**config.mk**
```make
export PLATFORM = sky130hd
export DESIGN_NAME = vram_access_scheduler
export DESIGN_NICKNAME = d
export VERILOG_FILES = /design/src/rtl/vga_timing_pkg.sv /design/src/rtl/video_window_gen.sv /design/src/rtl/vram_access_scheduler.sv
export SDC_FILE = /design/constraint.sdc
export NUM_CORES = 1
export LEC_CHECK = 0
export CORE_MARGIN = 5
export CORE_UTILIZATION = 36
export CTS_CLUSTER_DIAMETER = 100
export DETAILED_ROUTE_END_ITERATION = 10
export GPL_TIMING_DRIVEN = 1
export PLACE_DENSITY = 0.88
export RECOVER_POWER = 50
export SLEW_MARGIN = 20
export SYNTH_ARGS = -nofsm -noshare
export SYNTH_HDL_FRONTEND = slang
export SYNTH_SLANG_ARGS = --single-unit
```
**constraint.sdc**
```tcl
create_clock -name clk -period 1.9 [get_ports clk]
set_input_delay 0.38 -clock clk [delete_from_list [all_inputs] [get_ports clk]]
set_output_delay 0.38 -clock clk [all_outputs]
set_load 0.02 [all_outputs]
```
**src/rtl/vga_timing_pkg.sv**
```systemverilog
// Beam timing defaults shared with the sync generator, plus the read-owner encoding.
// Latency: n/a (constants and types only).
// Backpressure: n/a.
package vga_timing_pkg;

    localparam int VGA_H_DISPLAY  = 640;
    localparam int VGA_H_TOTAL    = 800;
    localparam int VGA_V_DISPLAY  = 480;
    localparam int VGA_V_TOTAL    = 525;
    localparam int VGA_FETCH_LEAD = 8;
    localparam int BEAM_W         = 10;
    localparam int WAIT_W         = 8;

    typedef enum logic [1:0] {
        OWN_NONE = 2'd0,
        OWN_VID  = 2'd1,
        OWN_HOST = 2'd2
    } owner_e;

endpackage

```
**src/rtl/video_window_gen.sv**
```systemverilog
// Flags beam positions where the video fetch engine owns VRAM (active area plus fetch lead-in).
// Latency: 1 clock from hpos/vpos to vid_window.
// Backpressure: none; evaluated every cycle.
module video_window_gen
    import vga_timing_pkg::*;
#(
    parameter int H_DISPLAY  = VGA_H_DISPLAY,
    parameter int H_TOTAL    = VGA_H_TOTAL,
    parameter int V_DISPLAY  = VGA_V_DISPLAY,
    parameter int V_TOTAL    = VGA_V_TOTAL,
    parameter int FETCH_LEAD = VGA_FETCH_LEAD
) (
    input  logic              clk,
    input  logic              rst_n,
    input  logic [BEAM_W-1:0] hpos,
    input  logic [BEAM_W-1:0] vpos,
    output logic              vid_window
);

    localparam logic [BEAM_W-1:0] H_DISP_B = BEAM_W'(H_DISPLAY);
    localparam logic [BEAM_W-1:0] H_TOT_B  = BEAM_W'(H_TOTAL);
    localparam logic [BEAM_W-1:0] H_OPEN_B = BEAM_W'(H_TOTAL - FETCH_LEAD);
    localparam logic [BEAM_W-1:0] V_DISP_B = BEAM_W'(V_DISPLAY);
    localparam logic [BEAM_W-1:0] V_PRE_B  = BEAM_W'(V_DISPLAY - 1);
    localparam logic [BEAM_W-1:0] V_LAST_B = BEAM_W'(V_TOTAL - 1);

    logic in_active;
    logic in_lead;

    // The lead-in opens only when the following line is visible: lines 0..V_DISPLAY-2
    // feed the next visible line, and the last frame line feeds line 0.
    always_comb begin
        in_active = (vpos < V_DISP_B) && (hpos < H_DISP_B);
        in_lead   = (hpos >= H_OPEN_B) && (hpos < H_TOT_B) &&
                    ((vpos < V_PRE_B) || (vpos == V_LAST_B));
    end

    always_ff @(posedge clk) begin
        if (!rst_n) begin
            vid_window <= 1'b0;
        end else begin
            vid_window <= in_active || in_lead;
        end
    end

endmodule

```
**src/rtl/vram_access_scheduler.sv**
```systemverilog
// Arbitrates single-port VRAM between the video fetch engine (strict priority) and a host port.
// Latency: grant same cycle, read data 1 clock after grant; 1 access per clock.
// Backpressure: host holds request until host_gnt; video is never stalled.
module vram_access_scheduler
    import vga_timing_pkg::*;
#(
    parameter int H_DISPLAY       = VGA_H_DISPLAY,
    parameter int H_TOTAL         = VGA_H_TOTAL,
    parameter int V_DISPLAY       = VGA_V_DISPLAY,
    parameter int V_TOTAL         = VGA_V_TOTAL,
    parameter int FETCH_LEAD      = VGA_FETCH_LEAD,
    parameter int HOST_BLANK_ONLY = 1,
    parameter int ADDR_W          = 12,
    parameter int DATA_W          = 8
) (
    input  logic              clk,
    input  logic              rst_n,
    input  logic [BEAM_W-1:0] hpos,
    input  logic [BEAM_W-1:0] vpos,
    input  logic              vid_req,
    input  logic [ADDR_W-1:0] vid_addr,
    output logic              vid_gnt,
    output logic              vid_rvalid,
    output logic [DATA_W-1:0] vid_rdata,
    input  logic              host_req,
    input  logic              host_we,
    input  logic [ADDR_W-1:0] host_addr,
    input  logic [DATA_W-1:0] host_wdata,
    output logic              host_gnt,
    output logic              host_rvalid,
    output logic [DATA_W-1:0] host_rdata,
    output logic              mem_en,
    output logic              mem_we,
    output logic [ADDR_W-1:0] mem_addr,
    output logic [DATA_W-1:0] mem_wdata,
    input  logic [DATA_W-1:0] mem_rdata,
    output logic              vid_window,
    output logic [WAIT_W-1:0] host_wait_max
);

    localparam bit BLANK_GATE = (HOST_BLANK_ONLY != 0);
    localparam logic [WAIT_W-1:0] WAIT_SAT = '1;

    owner_e            owner;
    logic [WAIT_W-1:0] wait_cnt;
    logic [WAIT_W-1:0] frame_max;
    logic              frame_start;

    video_window_gen #(
        .H_DISPLAY  (H_DISPLAY),
        .H_TOTAL    (H_TOTAL),
        .V_DISPLAY  (V_DISPLAY),
        .V_TOTAL    (V_TOTAL),
        .FETCH_LEAD (FETCH_LEAD)
    ) u_window (
        .clk        (clk),
        .rst_n      (rst_n),
        .hpos       (hpos),
        .vpos       (vpos),
        .vid_window (vid_window)
    );

    assign vid_gnt  = vid_req;
    assign host_gnt = host_req && !vid_req && (!BLANK_GATE || !vid_window);

    always_comb begin
        mem_en    = 1'b0;
        mem_we    = 1'b0;
        mem_addr  = '0;
        mem_wdata = '0;
        if (vid_gnt) begin
            mem_en   = 1'b1;
            mem_addr = vid_addr;
        end else if (host_gnt) begin
            mem_en    = 1'b1;
            mem_we    = host_we;
            mem_addr  = host_addr;
            mem_wdata = host_wdata;
        end
    end

    // Reset clears the owner so a read in flight across reset never returns.
    always_ff @(posedge clk) begin
        if (!rst_n) begin
            owner <= OWN_NONE;
        end else if (vid_gnt) begin
            owner <= OWN_VID;
        end else if (host_gnt && !host_we) begin
            owner <= OWN_HOST;
        end else begin
            owner <= OWN_NONE;
        end
    end

    assign vid_rvalid  = (owner == OWN_VID);
    assign host_rvalid = (owner == OWN_HOST);
    assign vid_rdata   = mem_rdata;
    assign host_rdata  = mem_rdata;

    assign frame_start = (hpos == '0) && (vpos == '0);

    always_ff @(posedge clk) begin
        if (!rst_n) begin
            wait_cnt      <= '0;
            frame_max     <= '0;
            host_wait_max <= '0;
        end else begin
            if (!host_req || host_gnt) begin
                wait_cnt <= '0;
            end else if (wait_cnt != WAIT_SAT) begin
                wait_cnt <= wait_cnt + 1'b1;
            end
            if (frame_start) begin
                host_wait_max <= frame_max;
                frame_max     <= '0;
            end else if (wait_cnt > frame_max) begin
                frame_max <= wait_cnt;
            end
        end
    end

endmodule
```
## After elaboration in Yosys (flattened, before gate mapping)

Index checks and enable logic that the tools add are counted.

- Eq/ne operators: 4
- Multiplexer cells: 10
- Reduce and logical (&&, ||, !) cells: 19
- $lt $le $gt $ge: 6
- Bitwise gates (word level): 1
- Add/sub/neg operators: 1

Operators by type and width:

| kind | count |
|---|---|
| 12-bit two-way mux | 2 |
| 10-bit zero test | 2 |
| 10-bit less-than comparator (second input constant) | 2 |
| 10-bit by 9-bit less-than comparator with 1-bit output (second input constant) | 2 |
| 8-bit two-way mux | 2 |
| 10-bit equality test (second input constant) | 1 |
| 10-bit >= comparator (second input constant) | 1 |
| 8-bit by 1-bit adder with 8-bit output (second input constant) | 1 |
| 8-bit greater-than comparator | 1 |
| 8-bit != test (second input constant) | 1 |
| 1-bit logical AND | 7 |
| 2-bit OR reduction | 3 |
| 1-bit two-way mux | 5 |
| 1-bit zero test | 4 |
| 1-bit logical OR | 3 |
| 2-bit by 1-bit equality test with 1-bit output (second input constant) | 1 |
| 2-bit equality test (second input constant) | 1 |
| 2-bit two-way mux | 1 |
| 1-bit NOT | 1 |

- Word-level logic and storage cells: 47
- Input port bits: 65
- Bits in registers: 27
- Output and inout bits: 51

## Longest topological paths before layout

- Depth after elaboration: 6
- Mapped depth: 7
- Depth with buffers taken out: 7

## Hierarchy

A second synthesis with hierarchy kept.

- Cells, all modules: 202
- Area, all modules: 1722.9 µm²

By module, submodules not included:

| module | seq. area each (µm²) | cells each | area an instance (µm²) | times used |
|---|---|---|---|---|
| vram_access_scheduler | 520.5 | 185 | 1606.5 | 1 |
| video_window_gen | 20.0 | 17 | 116.4 | 1 |

## Least setup slack after synthesis

No wires, ideal clock.

- Path type: flip-flop to output port
- Start point: reg u_window.vid_window
- End point: out mem_wdata[0]
- Cell stages (with the launch flop): 5
- Buffers on the path: 1
- Slack: 0.145 ns
- Data required time: 1.520 ns
- Arrival time: 1.375 ns
- Cells stage by stage: dfxtp_1 nand2b_1 nor2_1 clkbuf_1 and2_1

- Cells in the longest elaborated chain, start to end: 4

RTL lines:

| what | line | text |
|---|---|---|
| from (decl) | video_window_gen.sv:17 | `output logic vid_window` |
| from (signal assigned) | video_window_gen.sv:42 | `vid_window <= in_active \|\| in_lead;` |
| 1-bit zero test | vram_access_scheduler.sv:64 | `assign host_gnt = host_req && !vid_req && (!BLANK_GATE \|\| !vid_window);` |
| 1-bit logical AND | vram_access_scheduler.sv:64 |  |
| net host_gnt | vram_access_scheduler.sv:29 | `output logic host_gnt,` |
| 8-bit two-way mux | vram_access_scheduler.sv:74 | `end else if (host_gnt) begin` |
| 8-bit two-way mux | vram_access_scheduler.sv:71 | `if (vid_gnt) begin` |
| to (decl) | vram_access_scheduler.sv:35 | `output logic [DATA_W-1:0] mem_wdata,` |

The timed path passes the listed nets, and every way through them passes these cells.

## Worst setup path in the final report

- Start point: reg u_window.vid_window
- End point: out mem_addr[1]

- Cells in the longest elaborated chain, start to end: 4

RTL lines:

| what | line | text |
|---|---|---|
| 1-bit zero test | vram_access_scheduler.sv:64 |  |
| 1-bit logical AND | vram_access_scheduler.sv:64 |  |
| 12-bit two-way mux | vram_access_scheduler.sv:74 |  |
| 12-bit two-way mux | vram_access_scheduler.sv:71 |  |
| to (decl) | vram_access_scheduler.sv:34 | `output logic [ADDR_W-1:0] mem_addr,` |

Every way passes these cells.

==> metrics.md <==
| Metric | Value |
|---|---|
| Status | finished, final reports clean |
| NumNets Final | 370 |
| HP Class | flip-flop to flip-flop |
| Arr. time, crit path | 1440 ps |
| Pre-antenna DRT Iters | 4 |
| Top cells by count, synth | dfxtp_1 (27), buf_4 (17), nand3_1 (14) |
| Worst-margin pin slew | 425 ps |
| Fin crit share | 0.957 |
| Post-synth EDFFs | 0 |
| Crit path capture type | output port |
| Worst endpoint required time | 1520 ps |
| Final design utilization | 0.580 |
| Detailed Route Iter0 Violations | 72 |
| Clk sinks | 27 |
| Critical path class | flip-flop to output port |
| Worst VDD drop | 276 uV |
| Crit path time final | 1820 ps |
| CTS Buf Count | 3 |
| Total congestion overflow | 0 |
| Power Density | about 450 nW/um^2 |
| GP Congestion | 0.803 |
| Top cell type's share of synthesized area | 0.313 |
| Layout cells sized above 1 | 0.190 |
| Number of global-route vias before repair | 1,940 |
| DP Wirelength | 4.26 mm |
| RSZ-0062 raised after global routing | no |
| Clk pwr share | 0.260 |
| WL final | between 5 and 6 mm |
| Vias per inst | 5.16 |
| Syn nets | approximately 270 |
| Hold Vio Cnt, Final | 0 |
| IO buf count | 91 |
| Max-slew headroom | 0.714 |
| Syn-to-layout area delta | 57.8% |
| Post-route ant nets | 0 |
| Root Buffer | clkbuf_8 |
| Internal | 0.911 mW |
| Total of max-cap violations | 0 |
| Top-count cell post-synth | dfxtp_1 |
| P_leak | between 1 and 1.5 nW |
| Die H | 79.2 um |
| Die W | just under 80 um |
| Clock input transition at the sequential cells of the worst setup and hold paths | 90 ps |
| Pwr Total | 1.23 mW |
| Synthesized cell area | ~1700 um^2 |
| Initial Utilization | 0.367 |
| Worst-path fanout max | 6 |
| Hold slack | 488 ps |
| Avg WL per Cell | ~15 um |
| Largest area contributor in the netlist | dfxtp_1 |
| Top FF cell, synth | dfxtp_1 |
| Setup ws final | 82.3 ps |
| CTS tree | built |
| F_max | 550 MHz |
| First-pass GRT wire length | 8.49 mm |
| Routed via count | 1,801 |
| Skew final | 1.15 ps |
| Core box area | around 4700 um^2 |
| Share of power burned in registers | 0.466 |
| Setup violators final | 0 |
| Hold buffers post-CTS | 0 |
| Area contributors post-synth | dfxtp_1 (31%), buf_4 (7.4%), ha_1 (6.5%) |
| Pre-CTS WS | -513 ps |
| Critical path startpoint category | flip-flop |
| Total die area | between 6000 and 7000 um^2 |
| Yosys warning count | 0 |
| All-Layer GR Usage | 0.167 |
| Syn Area/Cell | 8.62 um^2 |
| Seq cells post-synth | 27 |
| I/O Pins | between 100 and 150 |
| Buffers from clock root to sink, at most | 2 |
| CTS H-tree depth | 1 |
| Switching share of power | 0.258 |
| Cell Rows | 25 |
| Initial antenna violation count | 0 |
| Largest net degree at the start of global routing | 18 |
| # diodes | 0 |
| Clock insertion delay at the later pin of the skew report | 270 ps |
| Ys async rst share | 0 |
| Post-synthesis sequential area ratio | 0.313 |
| Mapped Cells | 200 |
| Slew Viols, Final | 0 |
| Psw | 0.318 mW |
| Combinational share of power | 0.275 |
| Netlist cell types | 39 |
| Remaining DRCs | 0 |
## logic make-up after synthesis
family,Yosys count,share of synthesized area
AND/OR/NAND/NOR,73,0.266
AO/OA/AOI/OAI,50,0.194
buffers and inverters,31,0.104
flip-flops,27,0.313
adder cells (fa/ha/maj),9,0.0653
multiplexers,8,0.0464
XOR/XNOR,2,0.0102
## routing by layer
layer | up-vias | part of all wire | GRT usage | wire length (um)
li1 | 906 | - | - | -
met1 | 810 | 0.35 | 0.167 | 1810
met5 | - | 0 | 0 | 0
met2 | 78 | 0.55 | 0.327 | 2790
met4 | 0 | 0.014 | 0.0550 | 72
met3 | 7 | 0.083 | 0.0431 | 422
## power groups by stage
stage / Clock (mW) / Combinational (mW) / Sequential, mW
finish: 0.319 / 0.337 / 0.572
global route: 0.353 / 0.361 / 0.573
CTS: 0.332 / 0.343 / 0.573
detailed placement: 0 / 0.353 / 0.586
global placement: 0 / 0.345 / 0.586
floorplan: 0 / 0.169 / 0.588
## state kept, by name (all words and copies together), names as in the netlist
name and cells:
owner 2, frame_max 8, u_window.vid_window 1, host_wait_max 8
wait_cnt 8
## timing repair
action / CTS / global route
endpoints found under the setup margin: 24 / 30
pin swaps: 2 / 1
resized for setup: 80 / 18
setup buffers: 1 / 0
gates cloned: 1 / 0
## placed cells by master, fill, tap and decap left out, types with 4 or more instances in the layout
cell type	n
mux2i_1	8
buf_4	19
o21ai_0	10
clkdlybuf4s15_2	6
ha_1	9
buf_2	13
nor2b_1	11
inv_1	9
and2_1	10
a21oi_1	10
nand4_1	4
clkdlybuf4s50_1	57
nor2_1	9
dlygate4sd2_1	5
a22o_1	12
dlygate4sd3_1	8
dfxtp_1	27
nand3_1	15
## stage by stage
stage	cells	instance area (um^2)	setup TNS, ps
2_1_floorplan	200	1720	0
3_5_place_dp	343	2710	-12170
6_report	349	2720	0
5_1_grt	349	2720	0
4_1_cts	349	2760	0
3_3_place_gp	343	2710	-10910
## critical path, stage by stage (launching register included)
cell      delay, ps
dfxtp_1         340
nand2b_1        170
nor2_4           60
buf_4           130
buf_6           120
a22o_1          180
buf_4           160
## path summary, 6_finish.rpt
path	depth (start not counted)	slack [ps]	endpoint	startpoint
hold / removal	2	490	frame_max[7]	frame_max[7]
setup reg to reg	7	160	frame_max[6]	frame_max[1]
hold reg to reg	2	490	frame_max[7]	frame_max[7]
setup / recovery	6	80	mem_addr[1]	u_window.vid_window
## final cells by class
type	count	area, um^2
fill	417	1970
multi-input combinational	142	1020
timing repair buffer	113	1010
sequential	27	541
tap	54	67.6
clock buffer	3	41.3
inverter	9	33.8
clock inverter	1	5.00
(Power assumes the default switching activity.)
